### config.mk
export PLATFORM = sky130hd
export DESIGN_NAME = mult_seq
export DESIGN_NICKNAME = d
export VERILOG_FILES = /design/src/rtl/mult_seq.sv
export SDC_FILE = /design/constraint.sdc
export NUM_CORES = 1
export LEC_CHECK = 0
export ABC_AREA = 0
export BUFFER_PORTS_ARGS = -buffer_cell sky130_fd_sc_hd__buf_2
export CORE_MARGIN = 5
export CORE_UTILIZATION = 55
export CTS_CLUSTER_SIZE = 24
export DETAILED_ROUTE_END_ITERATION = 10
export PLACE_DENSITY = 0.76
export SLEW_MARGIN = 20
export SYNTH_ARGS = -nofsm -noshare
export SYNTH_HDL_FRONTEND = slang
export SYNTH_SLANG_ARGS = --single-unit
### constraint.sdc
create_clock -name clock -period 4.2 [get_ports clock]
set_input_delay 0.63 -clock clock [delete_from_list [all_inputs] [get_ports clock]]
set_output_delay 0.63 -clock clock [all_outputs]
set_load 0.005 [all_outputs]
### src/rtl/mult_seq.sv
// Sequential shift-add multiplier for the HI/LO unit.
// Handles signed (MULT) and unsigned (MULTU) operands by multiplying
// magnitudes and restoring the sign in a single fix-up cycle. Optional
// early termination stops once no set multiplier bits remain.
`timescale 1ns/1ps
module mult_seq #(
  parameter int WIDTH     = 32,
  parameter bit EARLY_OUT = 1'b1
) (
  input  logic             clock,
  input  logic             reset_n,
  input  logic             start,
  input  logic             is_signed,
  input  logic [WIDTH-1:0] multiplicand,
  input  logic [WIDTH-1:0] multiplier,
  output logic             busy,
  output logic             done,
  output logic [WIDTH-1:0] hi,
  output logic [WIDTH-1:0] lo
);

  localparam int CNT_W = $clog2(WIDTH) + 1;
  localparam int PW    = 2 * WIDTH;

  typedef enum logic [1:0] {
    IDLE = 2'd0,
    RUN  = 2'd1,
    FIX  = 2'd2,
    DONE = 2'd3
  } state_t;

  state_t            state_q;
  logic              sign_q;
  logic [PW-1:0]     mcand_q;
  logic [PW-1:0]     acc_q;
  logic [WIDTH-1:0]  mplier_q;
  logic [CNT_W-1:0]  cnt_q;
  logic              busy_q;
  logic              done_q;
  logic [WIDTH-1:0]  hi_q;
  logic [WIDTH-1:0]  lo_q;

  logic [PW-1:0]     acc_d;
  logic              run_last_d;
  logic              accept_d;

  // Magnitude of an operand. The most negative value maps onto the
  // unsigned 2^(WIDTH-1), so the magnitude always fits in WIDTH bits.
  function automatic logic [WIDTH-1:0] operand_mag(input logic [WIDTH-1:0] v,
                                                   input logic             neg);
    return neg ? -v : v;
  endfunction

  // Restore the product sign with a full-width two's-complement negate.
  function automatic logic [PW-1:0] apply_sign(input logic [PW-1:0] p,
                                               input logic          neg);
    return neg ? -p : p;
  endfunction

  // Next accumulator value and RUN termination test.
  always_comb begin
    acc_d      = acc_q;
    run_last_d = 1'b0;
    accept_d   = 1'b0;
    if (mplier_q[0]) begin
      acc_d = acc_q + mcand_q;
    end
    if (cnt_q == CNT_W'(WIDTH - 1)) begin
      run_last_d = 1'b1;
    end
    // Looking at the bits above bit 0 lets the final set bit be consumed
    // in this cycle, so RUN never lasts longer than needed.
    if (EARLY_OUT && (mplier_q[WIDTH-1:1] == '0)) begin
      run_last_d = 1'b1;
    end
    if ((state_q == IDLE || state_q == DONE) && start) begin
      accept_d = 1'b1;
    end
  end

  // Control FSM and datapath; busy/done/hi/lo are registered.
  always_ff @(posedge clock) begin
    if (!reset_n) begin
      state_q  <= IDLE;
      sign_q   <= 1'b0;
      mcand_q  <= '0;
      acc_q    <= '0;
      mplier_q <= '0;
      cnt_q    <= '0;
      busy_q   <= 1'b0;
      done_q   <= 1'b0;
      hi_q     <= '0;
      lo_q     <= '0;
    end else begin
      unique case (state_q)
        IDLE, DONE: begin
          done_q <= 1'b0;
          if (accept_d) begin
            sign_q   <= is_signed & (multiplicand[WIDTH-1] ^ multiplier[WIDTH-1]);
            mcand_q  <= {{WIDTH{1'b0}},
                         operand_mag(multiplicand, is_signed & multiplicand[WIDTH-1])};
            mplier_q <= operand_mag(multiplier, is_signed & multiplier[WIDTH-1]);
            acc_q    <= '0;
            cnt_q    <= '0;
            busy_q   <= 1'b1;
            state_q  <= RUN;
          end else begin
            state_q  <= IDLE;
          end
        end
        RUN: begin
          acc_q    <= acc_d;
          mcand_q  <= mcand_q << 1;
          mplier_q <= mplier_q >> 1;
          cnt_q    <= cnt_q + CNT_W'(1);
          if (run_last_d) begin
            state_q <= FIX;
          end
        end
        FIX: begin
          {hi_q, lo_q} <= apply_sign(acc_q, sign_q);
          busy_q       <= 1'b0;
          done_q       <= 1'b1;
          state_q      <= DONE;
        end
        default: begin
          state_q <= IDLE;
        end
      endcase
    end
  end

  assign busy = busy_q;
  assign done = done_q;
  assign hi   = hi_q;
  assign lo   = lo_q;

endmodule

* Yosys cells after proc, flatten, opt, wreduce, memory -nomap -nowiden *
Cells that the tools add are included.

cells by class
  bitwise gates (word level) = 4
  reductions and logical operators = 11
  equality and inequality tests = 7
  mux-type cells = 21
  add/sub/neg operators = 5

operator list
  kind                                                 count
  2-to-1 mux 64 bit                                    4
  one-hot mux 64 bit (2 select lines)                  2
  2-to-1 mux 32 bit                                    3
  adder 64 bit                                         1
  negation 32 bit                                      2
  negation 64 bit                                      1
  one-hot mux 32 bit (2 select lines)                  1
  logical NOT 31 bit                                   1
  one-hot mux 6 bit (2 select lines)                   1
  adder 6 x 1 -> 6 bit, second input constant          1
  equality test 6 x 5 -> 1 bit, second input constant  1
  2-to-1 mux 6 bit                                     1
  != test 2 bit, second input constant                 3
  one-hot mux 2 bit (3 select lines)                   1
  AND reduction 2 bit                                  3
  2-to-1 mux 1 bit                                     5
  equality test 2 bit, second input constant           2
  one-hot mux 1 bit (2 select lines)                   2
  nonzero test 2 bit                                   2
  bitwise AND 1 bit                                    3
  AND reduction 3 bit                                  1
  equality test 2 x 1 -> 1 bit, second input constant  1
  logical NOT 2 bit                                    1
  2-to-1 mux 2 bit                                     1
  4 further kinds                                      4

word-level totals
  bits in registers = 235
  bits of input ports = 68
  output and inout port bits = 66
  logic and storage cells = 58

* Longest topological paths before layout *
Gate-level depths: netlist of run 1.

  depth in word-level cells = 6
  mapped depth = 13
  depth with buffers taken out = 13

* Least setup slack after synthesis of run 1 *
No wires, ideal clock.

  path type = register to register
  start = reg acc_q[0]
  end = reg acc_q[62]
  arrival time = 2986 ps
  period minus slack after synthesis = 3112 ps
  cell stages (with the launch flop) = 13
  data required time = 4074 ps
  slack = 1088 ps
  path buffers = 0
  setup time = 126 ps
  path through = dfxtp_1 -> ha_1 -> inv_1 -> fa_1 -> nor2b_1 -> o211ai_1 -> a2bb2oi_1 -> a41oi_1 -> a2111oi_0 -> o2111ai_1 -> a41oi_1 -> o31a_1 -> o21ai_0

on the way
  longest elaborated chain between the ends = 3

ends and longest elaborated chain
  item                                 line  text
  start: declaration                   35    logic [PW-1:0] acc_q;
  start signal: assignment             87    acc_q <= '0;
  start signal: assignment             103   acc_q <= '0;
  start signal: assignment             112   acc_q <= acc_d;
  adder 64 bit                         66    acc_d = acc_q + mcand_q;
  2-to-1 mux 64 bit                    65    if (mplier_q[0]) begin
  one-hot mux 64 bit (2 select lines)  95    unique case (state_q)

Every way passes these cells. The select of a mux whose other input is x is not followed.
A chain may end at the register's enable or synchronous reset.

* Worst setup path in the final report of run 1 *
  start = reg acc_q[0]
  end = reg acc_q[58]

The elaborated chain is that of the path after synthesis.

==> results of run 1 <==
## synth_stat cells, types with 4 or more instances
master	count
mux2i_1	4
o41ai_1	11
o21bai_1	13
nor3_1	21
a41oi_1	7
xnor2_1	77
dfxtp_1	235
or4_1	14
nor4_1	21
nor2b_1	6
buf_1	11
a21o_1	29
o21ai_0	130
or2_2	5
or3_1	19
and2_1	7
nand3b_1	9
a21oi_1	201
a311oi_1	5
nand2_1	286
xor2_1	104
a21boi_0	4
nand2b_1	10
o21a_1	10
o211a_1	4
nor2_1	172
nand3_1	53
o211ai_1	50
o41ai_2	4
o31ai_1	23
nand4_1	28
ha_1	70
inv_1	39
and3_1	8
a31oi_1	17
a211oi_1	58
clkbuf_1	116
a22oi_1	33
## cell families after synthesis
| logic type | Yosys count |
|---|---|
| buf+inv | 167 |
| fa+ha+maj | 71 |
| simple gates | 675 |
| mux | 4 |
| xor+xnor | 181 |
| flops | 235 |
| compound gates | 628 |
## metal layers
metal	part of all wire [%]	up-vias	routed length, µm
met5	0.094	-	39
met4	2.2	6	932
met3	7.2	79	2980
met2	44	453	18300
met1	46	6649	19300
li1	-	7159	-
## through the flow
step | std cells | worst slack (ps) | instance area, µm² | util, % | total power [W]
6_report | 2374 | 374 | 16500 | 61.6 | 0.00786
5_1_grt | 2374 | 146 | 16500 | 61.6 | 0.00835
4_1_cts | 2370 | 95.0 | 16500 | 61.6 | 0.00787
3_5_place_dp | 2326 | 121 | 15700 | 58.6 | 0.00571
3_3_place_gp | 2326 | 324 | 15700 | 58.6 | 0.00565
2_1_floorplan | 1961 | 1090 | 14900 | - | 0.00486
## cells in the final DEF, fill, tap and decap left out, types with 5 or more instances in the layout
cell       instances
or2_2              5
a21o_1            29
dfxtp_1          234
or3_1             19
a211oi_1          58
a41oi_1            7
and2_1             7
clkinv_2           8
o21bai_1          13
and3_1             8
nand3_1           53
o211ai_1          50
nor4_1            21
a311oi_1           5
buf_2            133
nand3b_1           9
xnor2_1           77
o41ai_1           11
nand2b_1          10
nor3_1            21
nor2_1           172
clkbuf_16         27
o31ai_1           23
buf_4             19
nand4_1           28
nor2b_1            6
o21ai_0          129
or4_1             14
a31oi_1           17
nand2_1          286
a22oi_1           33
xor2_1           104
ha_1              68
inv_1             37
a21oi_1          201
o21a_1             9
## worst paths after layout
kind                                     to  depth (start not counted)
worst max register to register    acc_q[58]                         12
worst max-delay path              acc_q[58]                         12
worst min-delay path                 sign_q                          3
worst min register to register  mplier_q[2]                          2
## registers in the layout, indices dropped and copies added (netlist names), 2 cells and up
register and flops:
mplier_q 32, acc_q 64, mcand_q 64, cnt_q 6, state_q 2, hi 32
lo 32
## final cells by class
cell class	count	area, µm²	share of cell area [%]
timing repair buffer	152	808	4.90
multi-input combinational	1559	9620	58.2
clock inverter	9	47.5	0.288
inverter	39	151	0.917
sequential	235	4710	28.5
antenna	4	10.0	0.0606
clock buffer	35	746	4.52
tap	341	427	2.58
## worst max-delay path, cell delays in order (launching register included)
cell and delay [ps]:
dfxtp_1 410, ha_1 220, inv_1 60, fa_1 400, nor2b_1 200, o211ai_1 150
a2bb2oi_1 310, a41oi_1 330, a2111oi_2 570, o2111ai_1 320, a41oi_1 450, xnor2_1 160
o21ai_0 80
## power groups by stage
stage / clock network [W] / logic, W / registers, W
floorplan: 0 / 0.00193 / 0.00292
global placement: 0 / 0.00265 / 0.00300
detailed placement: 0 / 0.00269 / 0.00302
CTS: 0.00219 / 0.00271 / 0.00298
global route: 0.00229 / 0.00302 / 0.00304
finish: 0.00215 / 0.00273 / 0.00299
## what timing repair did
action	CTS	global route
hold buffers	0	0
setup endpoints to repair	0	4
resized for setup	0	2
==> qor.yml, run 1 <==
status:
  run_status: "completed"
synthesis:
  synth_top_area_share_pct: 31.5
  ys_warn_count: 0
  synth-simple-area-share_pct: 20.7
  avgSynthCellArea_um2: 7.61
  synth_ff_type: "dfxtp_1"
  synth_edf_count: 0
  synth_xor_area_share_pct: 10.6
  muxShareOfSynthArea_pct: 0.268
  synth_compound_area_share_pct: 26.6
  synth_top_family_by_area: "compound AO/OA/AOI/OAI gates"
  synth.distinct_cells: 72
  synth_top_cell_by_area: "dfxtp_1"
  syn-num-nets: 2100
  synth_cells: 1961
  mappedNetlistArea_um2: 14900
  seq_area_frac_synth_pct: 31.5
  synthTopCellsByArea: "dfxtp_1, nand2_1, a21oi_1"
  ys_seq_elements: 235
  ys_async_sr_fraction_pct: 0
  synth-adder-area-share_pct: 6.01
die:
  std_cell_rows: 60
  boundaryPins: 134
  fp.dieW_um: 175
  coreArea_um2: 26800
  dieHeight_um: 175
  start_util_pct: 55.7
  dieArea_um2: 30500
pwr:
  internal_power_w: 0.00481
  p_comb_share_pct: 34.7
  pwr-share-clk_pct: 27.3
  leakage_nw: 6.72
  p_sw_share_pct: 38.8
  p_per_area_nw_per_um2: 476
  switching_power_w: 0.00305
  seqPwrFrac_pct: 38.0
  vdd_drop_max_uv: 295
clocking:
  cts_tree: "done"
  cts_max_level: 1
  numClockSinks: 235
  clk_pin_slew_ps: 60
  post_cts_buffers: 0
  cts_buffer_depth: 3
  numCtsBuffers: 27
  ctsRootBufferMaster: "clkbuf_16"
  insertion_delay_ps: 530
worst_setup_path:
  cp_max_fo: 5
  rrSetupSlack_ps: 370
  worst_setup_path_start_kind: "flip-flop"
  crit_type: "reg -> reg"
  critPathLaunch: "acc_q[0]"
  cp.required_ps: 4590
  r2r_start: "acc_q[0]"
  arrival_ps: 4210
  endpoint_kind: "flip-flop"
finish:
  area_delta_synth_final_pct: 10.7
  drive_above_1_share_pct: 11.1
  nFillCells: 2458
  layout.nets: 2153
global_route:
  grt_pass1_vias: 13300
  grt_use_met2_pct: 41.6
  grt_max_degree: 101
  grt_pass1_wl_mm: 67.7
  grt.total_usage_pct: 26.1
  grt.overflow.total: 0
  use_met1_pct: 36.9
  grtUsageMet3_pct: 4.50
  grt_antenna_before_repair: 7
  busiest_layer: "met2"
placement:
  place_hpwl_mm: 30.1
  gp_congestion: 0.965
  io_buffers: 133
timing:
  fmax_mhz: 261
  skew_ps: 12.2
  drv_slew: 0
  period_needed_ps: 3830
  fin_crit_sh_pct: 91.1
  rsz0062_at_grt: "no"
  hold_viol_final: 0
  tns_ps: 0
  relSlewSlack_pct: 28.0
  holdWs_ps: 391
  worstMarginPinSlew_ps: 1080
  setup-violations-final: 0
routing:
  vias: 14300
  drt-initial-drc-count: 930
  dr.pass1.iters: 5
  drc: 0
  ant_nets: 0
  routed_wl_mm: 41.5
  wl_per_cell_um: 17.5
  vias_per_cell: 6.04
worst_hold_path:
  min_path_type: "in -> reg"
  worstHoldStart: "start"
flow_run:
  maxCapViolations: 0
No activity file was read; power rests on OpenSTA's default activity.
==> run 2, diff against run 1 <==
--- a/config.mk
+++ b/config.mk
@@ -12,6 +12,8 @@
 export CTS_CLUSTER_SIZE = 24
 export DETAILED_ROUTE_END_ITERATION = 10
 export PLACE_DENSITY = 0.76
+export REMOVE_ABC_BUFFERS = 1
+export SKIP_CTS_REPAIR_TIMING = 1
 export SLEW_MARGIN = 20
 export SYNTH_ARGS = -nofsm -noshare
 export SYNTH_HDL_FRONTEND = slang
==> run 2 against run 1 <==
  * Maximum frequency shrank 2.8%
  * Worst hold slack improved by 27 ps
  * Wire length is 1.4% lower
  * Critical endpoint is now acc_q[62]
  * Final cell count up 0.25%
  * Clock power barely moved
  * Power decreased by 0.45%
  * Global-route usage shrank 0.25 points
  * Flip-flop and latch count unchanged
  * Register-to-register slack got worse by 110 ps
  * Sequential power down 1%
==> qor.yml, run 2 (synthesis results as in run 1) <==
clocking:
  clk_pin_slew_ps: 60  # about the same
  insertion_delay_ps: 540  # about the same
  cts_tree: "done"
  numClockSinks: 235  # unchanged
  ctsRootBufferMaster: "clkbuf_16"
  numCtsBuffers: 26  # -3.7%
  cts_max_level: 1  # unchanged
  cts_buffer_depth: 3  # unchanged
timing:
  fin_crit_sh_pct: 93.7  # +2.6 points
  relSlewSlack_pct: 29.5  # +1.6 points
  rsz0062_at_grt: "no"
  fmax_mhz: 254  # -2.8%
  holdWs_ps: 418  # +27.0 ps
  hold_viol_final: 0  # unchanged
  worstMarginPinSlew_ps: 1060  # -23.7 ps
  drv_slew: 0  # unchanged
  period_needed_ps: 3940  # +110 ps
  setup_ws_ps: 264  # -110 ps
  setup-violations-final: 0  # unchanged
  skew_ps: 25.1  # +12.9 ps
  tns_ps: 0  # unchanged
routing:
  vias: 14400  # +0.091%
  dr.pass1.iters: 5  # unchanged
  drc: 0  # unchanged
  routed_wl_mm: 41.0  # -1.4%
  wl_per_cell_um: 17.2  # -1.6%
  drt-initial-drc-count: 969  # +4.2%
  vias_per_cell: 6.03  # -0.16%
  ant_nets: 0  # unchanged
flow_run:
  maxCapViolations: 0  # unchanged
die:
  dieHeight_um: 175  # unchanged
  boundaryPins: 134  # unchanged
  std_cell_rows: 60  # unchanged
  start_util_pct: 55.7  # unchanged
  fp.dieW_um: 175  # unchanged
  dieArea_um2: 30500  # unchanged
  coreArea_um2: 26800  # unchanged
pwr:
  leakage_nw: 6.71  # about the same
  pwr-share-clk_pct: 27.5  # +0.2 points
  internal_power_w: 0.00481  # +0.12%
  vdd_drop_max_uv: 463  # +57%
  switching_power_w: 0.00301  # -1.3%
  p_sw_share_pct: 38.5  # -0.35 points
  p_per_area_nw_per_um2: 474  # -0.49%
  p_comb_share_pct: 34.8  # about the same
  seqPwrFrac_pct: 37.7  # -0.3 points
placement:
  dp_slack_ps: 327  # +205 ps
  io_buffers: 133  # unchanged
  placed_cells: 2327  # +0.043%
  gp_congestion: 0.968  # +0.24%
  place_hpwl_mm: 29.5  # -1.8%
global_route:
  grt.overflow.total: 0  # unchanged
  grt_max_degree: 93  # -7.9%
  grt.total_usage_pct: 25.8  # -0.25 points
  grt_antenna_before_repair: 12  # +5
  grt_pass1_wl_mm: 67.2  # -0.70%
  grt_pass1_vias: 13500  # +1.2%
worst_hold_path:
  min_path_type: "in -> reg"
  holdPathStages: 3  # unchanged
  worstHoldStart: "start"
  hold_end: "sign_q"
worst_setup_path:
  worstReg2RegEnd: "acc_q[62]"
  cp_common_cell: "a41oi_1"
  endpoint_kind: "flip-flop"
  cp_max_fo: 5  # unchanged
  r2r_cells: 13  # +1
  r2r_start: "acc_q[0]"
  crit_path_top_delay_cell: "a2111oi_0"
  max_stage_delay_ps: 490  # -80 ps
  rrSetupSlack_ps: 260  # -110 ps
  cp.required_ps: 4610  # +20 ps
  crit_type: "reg -> reg"
  arrival_ps: 4350  # +140 ps
  path_cells: "ha_1 -> inv_1 -> fa_1 -> nor2b_1 -> o211ai_1 -> a2bb2oi_1 -> a41oi_1 -> a2111oi_0 -> buf_4 -> o2111ai_1 -> a41oi_1 -> o31a_1 -> o21ai_0"
  worst_setup_path_start_kind: "flip-flop"
finish:
  layout.nets: 2153  # unchanged
  regArea_um2: 4710  # unchanged
  reg_top3: "acc_q x64, mcand_q x64"
  final_common_cell: "nand2_1"
  nFillCells: 2495  # +1.5%
  multi_input_area_um2: 9610  # about the same
  final_cell_mix: "nand2_1, dfxtp_1, a21oi_1"
  post-route-util_pct: 61.6  # about the same
  final_cell_count_no_fill: 2380  # +0.25%
  drive_above_1_share_pct: 10.9  # -0.26 points
  area_delta_synth_final_pct: 10.7  # about the same
status:
  run_status: "completed"
==> run 2: worst max-delay path by stage <==
stage,end,depth (start not counted),slack (ps),start
floorplan,acc_q[63],7,-8410,state_q[0]
global placement,acc_q[62],13,350,acc_q[0]
detailed placement,acc_q[62],13,330,acc_q[0]
CTS,acc_q[62],13,320,acc_q[0]
global route,acc_q[62],13,10,acc_q[0]
finish,acc_q[62],13,260,acc_q[0]
==> run 2: layer usage <==
metal | vias to the layer above | track usage (%) | part of all wire (%)
met4 | 8 | 7.99 | 2.7
li1 | 7158 | - | -
met1 | 6652 | 35.4 | 46
met2 | 457 | 41.9 | 45
met3 | 84 | 4.33 | 6.4
met5 | - | 0 | 0.14
==> run 2: area by class of cell <==
class	instances	area share [%]
Sequential cell	235	28.5
Tap cell	341	2.58
Inverter	39	0.917
Clock buffer	41	4.65
Antenna cell	8	0.121
Timing Repair Buffer	153	4.94
Clock inverter	4	0.121
Multi-Input combinational cell	1559	58.2
==> run 2: per-stage QoR <==
stage                     power (W)  instance area (µm²)
after floorplan             0.00478                14400
after global placement      0.00563                15700
after detailed placement    0.00569                15700
after CTS                   0.00784                16500
after global routing        0.00833                16500
final                       0.00782                16500
==> run 2: critical path: cells and delay by family (launching register included) <==
kind | cells | cell delay [ps]
AND/OR/NAND/NOR | 1 | 170
adder cells (fa/ha/maj) | 2 | 620
AO/OA/AOI/OAI | 8 | 2400
flip-flops | 1 | 400
buffers and inverters | 2 | 250
==> run 2: power by group through the flow <==
stage	Clock (W)	Sequential [W]	Combinational, W
after floorplan	0	0.00294	0.00185
after global placement	0	0.00298	0.00265
after detailed placement	0	0.00299	0.00270
after CTS	0.00218	0.00295	0.00271
after global routing	0.00228	0.00301	0.00304
final	0.00215	0.00295	0.00272
